### src/rtl/dp_sequencer.sv
// Multi-cycle sequencer for ARM data-processing instructions (IDLE/DECODE/EXECUTE/WRITEBACK).
// Define COND_EXEC_EN to enable condition-code evaluation; otherwise every cond is treated as AL.
module dp_sequencer #(
  parameter int REG_NUM_W = 5
) (
  input  logic                 clock,
  input  logic                 reset,
  input  logic [31:0]          instr,
  input  logic                 instr_valid,
  output logic                 instr_ready,
  input  logic [3:0]           nzcv,
  output logic [REG_NUM_W-1:0] read_reg_num1,
  output logic [REG_NUM_W-1:0] read_reg_num2,
  output logic [REG_NUM_W-1:0] write_reg,
  output logic [3:0]           alu_control,
  output logic                 regwrite,
  output logic [3:0]           flags,
  output logic                 done,
  output logic                 cond_fail,
  output logic                 illegal
);

  typedef enum logic [1:0] {
    S_IDLE,
    S_DECODE,
    S_EXECUTE,
    S_WRITEBACK
  } state_e;

  // Only the instruction fields the sequencer actually uses are latched.
  typedef struct packed {
`ifdef COND_EXEC_EN
    logic [3:0] cond;
`endif
    logic [1:0] op_class;
    logic       imm;
    logic [3:0] opcode;
    logic       s_bit;
    logic [3:0] rn;
    logic [3:0] rd;
    logic [3:0] rm;
  } dec_t;

  state_e     state_q, state_d;
  dec_t       dec_q, dec_d;
  logic [3:0] flags_q, flags_d;
  logic       illegal_q, illegal_d;
  logic       cond_fail_q, cond_fail_d;

  logic       dec_illegal;
  logic       dec_pass;
  logic       unused_instr_bits;

`ifdef COND_EXEC_EN
  function automatic logic cond_pass(input logic [3:0] cond, input logic [3:0] f);
    logic n, z, c, v;
    {n, z, c, v} = f;
    case (cond)
      4'h0:    cond_pass = z;
      4'h1:    cond_pass = !z;
      4'h2:    cond_pass = c;
      4'h3:    cond_pass = !c;
      4'h4:    cond_pass = n;
      4'h5:    cond_pass = !n;
      4'h6:    cond_pass = v;
      4'h7:    cond_pass = !v;
      4'h8:    cond_pass = c && !z;
      4'h9:    cond_pass = !c || z;
      4'hA:    cond_pass = (n == v);
      4'hB:    cond_pass = (n != v);
      4'hC:    cond_pass = !z && (n == v);
      4'hD:    cond_pass = z || (n != v);
      4'hE:    cond_pass = 1'b1;
      default: cond_pass = 1'b0;
    endcase
  endfunction

  assign unused_instr_bits = ^instr[11:4];
  assign dec_illegal = (dec_q.op_class != 2'b00) || dec_q.imm || (dec_q.cond == 4'hF);
  assign dec_pass    = cond_pass(dec_q.cond, flags_q);
`else
  assign unused_instr_bits = ^{instr[31:28], instr[11:4]};
  assign dec_illegal = (dec_q.op_class != 2'b00) || dec_q.imm;
  assign dec_pass    = 1'b1;
`endif

  // NOTE: every variable gets a default before the case so no latch is inferred.
  always_comb begin
    state_d     = state_q;
    dec_d       = dec_q;
    flags_d     = flags_q;
    illegal_d   = illegal_q;
    cond_fail_d = cond_fail_q;
    case (state_q)
      S_IDLE: begin
        if (instr_valid) begin
`ifdef COND_EXEC_EN
          dec_d.cond = instr[31:28];
`endif
          dec_d.op_class = instr[27:26];
          dec_d.imm      = instr[25];
          dec_d.opcode   = instr[24:21];
          dec_d.s_bit    = instr[20];
          dec_d.rn       = instr[19:16];
          dec_d.rd       = instr[15:12];
          dec_d.rm       = instr[3:0];
          state_d        = S_DECODE;
        end
      end
      S_DECODE: begin
        illegal_d   = dec_illegal;
        cond_fail_d = !dec_illegal && !dec_pass;
        state_d     = (dec_illegal || !dec_pass) ? S_WRITEBACK : S_EXECUTE;
      end
      S_EXECUTE: begin
        if (dec_q.s_bit) flags_d = nzcv;
        state_d = S_WRITEBACK;
      end
      S_WRITEBACK: begin
        illegal_d   = 1'b0;
        cond_fail_d = 1'b0;
        state_d     = S_IDLE;
      end
      default: state_d = S_IDLE;
    endcase
  end

  // NOTE: sequential state uses non-blocking assignments so all flops update together.
  always_ff @(posedge clock) begin
    if (reset) begin
      state_q     <= S_IDLE;
      dec_q       <= '0;
      flags_q     <= 4'b0000;
      illegal_q   <= 1'b0;
      cond_fail_q <= 1'b0;
    end else begin
      state_q     <= state_d;
      dec_q       <= dec_d;
      flags_q     <= flags_d;
      illegal_q   <= illegal_d;
      cond_fail_q <= cond_fail_d;
    end
  end

  logic active;
  logic in_exec_wb;

  assign active     = (state_q != S_IDLE);
  assign in_exec_wb = (state_q == S_EXECUTE) || (state_q == S_WRITEBACK);

  assign instr_ready   = (state_q == S_IDLE);
  assign read_reg_num1 = active ? REG_NUM_W'(dec_q.rn) : '0;
  assign read_reg_num2 = active ? REG_NUM_W'(dec_q.rm) : '0;
  assign write_reg     = active ? REG_NUM_W'(dec_q.rd) : '0;
  assign alu_control   = in_exec_wb ? dec_q.opcode : 4'b0000;
  assign flags         = flags_q;
  assign done          = (state_q == S_WRITEBACK);
  // Compare-class opcodes (TST/TEQ/CMP/CMN) only affect flags.
  assign regwrite      = done && !illegal_q && !cond_fail_q && (dec_q.opcode[3:2] != 2'b10);
  assign illegal       = done && illegal_q;
  assign cond_fail     = done && cond_fail_q;

endmodule

### config.mk
export PLATFORM = sky130hd
export DESIGN_NAME = dp_sequencer
export DESIGN_NICKNAME = d
export VERILOG_FILES = /design/src/rtl/dp_sequencer.sv
export SDC_FILE = /design/constraint.sdc
export NUM_CORES = 1
export LEC_CHECK = 0
export ABC_AREA = 1
export CORE_UTILIZATION = 38
export CTS_CLUSTER_DIAMETER = 120
export DETAILED_ROUTE_END_ITERATION = 8
export HOLD_SLACK_MARGIN = 0.1
export PLACE_DENSITY = 0.79
export SYNTH_ARGS = -nofsm -noshare
export SYNTH_HDL_FRONTEND = slang
export SYNTH_SLANG_ARGS = --single-unit
### constraint.sdc
create_clock -name clock -period 1.8 [get_ports clock]
set_clock_uncertainty 0.05 [all_clocks]
set_input_delay 0.45 -clock clock [delete_from_list [all_inputs] [get_ports clock]]
set_output_delay 0.45 -clock clock [all_outputs]
set_load 0.1 [all_outputs]
# Word-level counts from Yosys, hierarchy flattened
# Index checks and enable logic that the tools add are counted.
[totals]
word_cells = 35
ff_bits = 27
[op_classes]
mux = 8
n_reduce_logical = 12
n_eq_ne = 5
[op_table]
columns = ["cell", "n"]
rows = [
  ["$mux W4", 4],
  ["$pmux W2 S4", 1],
  ["$reduce_bool A2 Y1", 3],
  ["$eq A2 B2 Y1 const B", 2],
  ["$ne A2 B2 Y1 const B", 2],
  ["$reduce_and A2 Y1", 2],
  ["$logic_and A1 B1 Y1", 3],
  ["$eq A2 B1 Y1 const B", 1],
  ["$logic_not A2 Y1", 1],
  ["$logic_or A1 B1 Y1", 2],
  ["$mux W2", 1],
  ["$pmux W1 S2", 1],
  ["$logic_not A1 Y1", 1],
  ["$mux W1", 1],
]

# Longest topological paths before layout
[depth]
depth_word = 4
depth_mapped = 8
ltp_nobuf = 6

# Worst setup path after synthesis
# OpenSTA, ideal clock, no wires.
[synth_path]
path_type = "reg2out"
start = "register state_q[0]"
end = "output regwrite"
t_arrival_ps = 3621
stages_incl_launch_ff = 4
setup_slack_ps = -2321
cell_sequence = "dfxtp_1 ha_1 inv_1 a211oi_1"
[synth_between]
elab_chain_len = 3
[synth_rtl]
columns = ["element", "line", "rtl"]
rows = [
  ["start, declared", "44", "state_e state_q, state_d;"],
  ["start signal, assigned", "137", "state_q <= state_d;"],
  ["$eq A2 B2 Y1", "157", "assign done = (state_q == S_WRITEBACK);"],
  ["via done", "18", "output logic done,"],
  ["$logic_and A1 B1 Y1 (2 in series)", "159", "assign regwrite = done && !illegal_q && !cond_fail_q && (dec_q.opcode[3:2] != 2'b10);"],
  ["end, declared", "16", "output logic regwrite,"],
]
# The timed path passes the listed nets, and every way through them passes these cells.

# Final worst setup path
[layout_path]
start = "register state_q[1]"
end = "output read_reg_num2[2]"
[layout_between]
elab_chain_len = 2
[layout_rtl]
columns = ["element", "line", "rtl"]
rows = [
  ["$reduce_bool A2 Y1", "148", "assign active = (state_q != S_IDLE);"],
  ["$mux W4", "153", "assign read_reg_num2 = active ? REG_NUM_W'(dec_q.rm) : '0;"],
  ["end, declared", "13", "output logic [REG_NUM_W-1:0] read_reg_num2,"],
]
# No other way between the ends.

==> results.toml <==
[run_status]
status = "finished, violations left"
violations = "negative setup slack"

[synth]
yosysTopAreaCell = "dfxtp_1"
synth.distinct_cells = 20
ys_top_cells_by_area = "dfxtp_1, nor2_1, a21oi_1"
avgSynthCellArea_um2 = 7.554
ys.flop_type = "dfxtp_1"
synth_top_area_share_pct = 45.00
ys_warn_count = 0
synth_edf_count = 0
async_reset_ff_share_pct = 0
ys_seq_area_share_pct = 45.00
synth_area_um2 = 1201
synth-seq-cells = 27
synthesis.instances = 159

[worst_setup_path]
path_max_fanout = 8
cp.required_ns = 1.30
crit_top_cell = "buf_12"
cp.arrival_ns = 1.41
start_kind = "flip-flop"
slowest_delay_ns = 0.42
r2r_end = "dec_q[13]"
crit_chain = "inv_4 -> ha_4 -> buf_12 -> nor2_4 -> buf_12"
r2r_slack_ns = 0.13
endpoint_kind = "output pin"
crit_slowest_cell = "dfxtp_4"
critPathKind = "reg2out"
critPathLaunch = "state_q[1]"
ff2ff_path_depth = 7
reg2reg_from = "state_q[1]"

[sta]
setup_viol = 19
hold_viol_final = 0
grt_setup_unrepaired = "yes"
drv_slew = 0
fin_crit_sh_pct = 105.8
max_freq_mhz = 524.9
worst_slack_ns = -0.1050
fin_crit_ns = 1.905

[grt]
grt_pass1_vias = 1116
grt_pass1_wl_mm = 4.712
grt_usage_pct = 17.82
antenna_found_initial = 0
overflow = 0
grt_max_degree = 39

[routing]
vias_per_cell = 4.546
postRouteAntennaNets = 0
firstDrtPassIters = 4
vias = 1182
drtIter0Drc = 44
drt-wirelength-per-cell_um = 10.58
wl_mm = 2.752
drc_errors = 0

[worst_hold_path]
worstHoldStart = "dec_q[19]"
hold_depth = 2
hp-class = "reg2reg"
hold_end = "dec_q[19]"

[clocking]
numCtsBuffers = 3
clock_path_buffers = 2
hold_buffers = 0
cts_tree = "yes"
htreeDepth = 1
clock_sinks = 27
cts_root_buffer = "clkbuf_4"
cts.clk_slew.worst_paths_ns = 0.14
clock_latency_ns = 0.32

[flow_run]
drv_cap = 0

[power]
p_per_area_nw_per_um2 = 1758
vdd_drop_max_v = 0.0008176
leakagePower_nw = 0.8751

[placement]
gp_congestion = 0.7325
dp.cells = 248
dp_hpwl_mm = 1.950
dp_slack_ns = 0.08885
io_buffers = 50
post_dp_cell_area_um2 = 2138

[finish]
nets = 260
instances_no_fill = 260
multiInputGateArea_um2 = 668.1
area_growth_pct = 89.06
seqCellArea_um2 = 548.0
drive_gt1_share_pct = 32.87
finalCoreUtilization_pct = 75.00
nFillCells = 220
diodes = 0
final_area_um2 = 2271

[floorplan]
die_x_um = 58.22
row_count = 20
die_y_um = 58.22
coreArea_um2 = 3028
start_util_pct = 39.67
fp.dieArea_um2 = 3390
pin_count = 67
[cell usage in the layout (no fill, tap or decap), types with 3 or more instances in the layout]
| master | count |
|---|---|
| o21ai_1 | 5 |
| nor2_1 | 16 |
| buf_4 | 7 |
| inv_4 | 3 |
| inv_1 | 20 |
| nand3_1 | 3 |
| buf_6 | 3 |
| nand2_1 | 5 |
| nor2_4 | 17 |
| clkbuf_4 | 3 |
| ha_4 | 3 |
| buf_12 | 26 |
| clkdlybuf4s50_1 | 26 |
| o21ai_0 | 19 |
| dfxtp_1 | 25 |
| a21oi_1 | 20 |
| conb_1 | 4 |
[per-stage QoR]
stage	TNS, ns	total power [mW]	hold WS [ns]
after floorplan	-3.593	2.805	0.3798
after global placement	0	3.499	0.3926
after detailed placement	0	3.546	0.4026
after CTS	-1.880	3.927	0.4221
after global routing	-2.727	4.193	0.4565
final	-1.667	3.993	0.4203
[report_power, final]
group / leakage, nW / switching (mW) / internal [mW]
registers: 0.224 / 0.117 / 0.786
logic: 0.636 / 1.77 / 1.06
clock network: 0.0150 / 0.175 / 0.0867
[worst max-delay path by stage]
stage	cells after the start	endpoint	slack [ns]
2_1_floorplan	3	regwrite	-0.35
3_3_place_gp	4	dec_q[16]	0.1
3_5_place_dp	6	alu_control[2]	0.09
4_1_cts	5	read_reg_num2[2]	-0.12
5_1_grt	5	write_reg[3]	-0.17
6_report	5	read_reg_num2[2]	-0.11
[sequential cells by signal, summed over array words and instances (netlist names)]
register,flops
flags,4
illegal_q,1
state_q,2
dec_q,20
[cell usage after synthesis (2+ instances only)]
library cell / n
nor2_1: 33
dfxtp_1: 27
inv_1: 24
a21oi_1: 20
o21ai_0: 19
nand2_1: 6
o21ai_1: 5
buf_4: 4
buf_6: 4
ha_1: 4
nand3_1: 3
buf_2: 2
[area by class of cell]
class	instances	area share [%]
flip-flops and latches	27	24.13
repair buffers	62	38.18
clock buffers	4	1.157
well taps	44	2.424
inverters	25	4.683
multi-input cells	98	29.42
[metal layers]
layer  up-vias  track usage [%]  routed length (um)
met5         -                0                   0
met4         0            5.102                  13
met3         2            3.795                 114
met2        34            32.84                1444
met1       536            20.58                1180
li1        610                -                   -
[critical path, delay by kind of cell, from the launching register on]
family                   cells  cell delay [ns]
adder cells (fa/ha/maj)      1             0.17
buffers and inverters        3             0.38
flip-flops                   1             0.42
AND/OR/NAND/NOR              1             0.10
[kinds of logic (layout without fill, tap and decap cells)]
| family | Yosys count | in the layout | synth area share [%] |
|---|---|---|---|
| AOI/OAI and AO/OA | 47 | 47 | 20.42 |
| and+or+nand+nor | 43 | 43 | 14.37 |
| buffers and inverters | 37 | 91 | 15.73 |
| DFF | 27 | 27 | 45.00 |
| adders and majority gates | 4 | 4 | 4.167 |
| other | 1 | 4 | 0.3122 |
[repair_timing]
action / CTS / global route
setup endpoints to repair: 19 / 19
pin swaps: 2 / 0
setup buffers: 5 / 3
gates resized for setup: 9 / 5
Note: power is estimated with default switching activity, not from simulation.
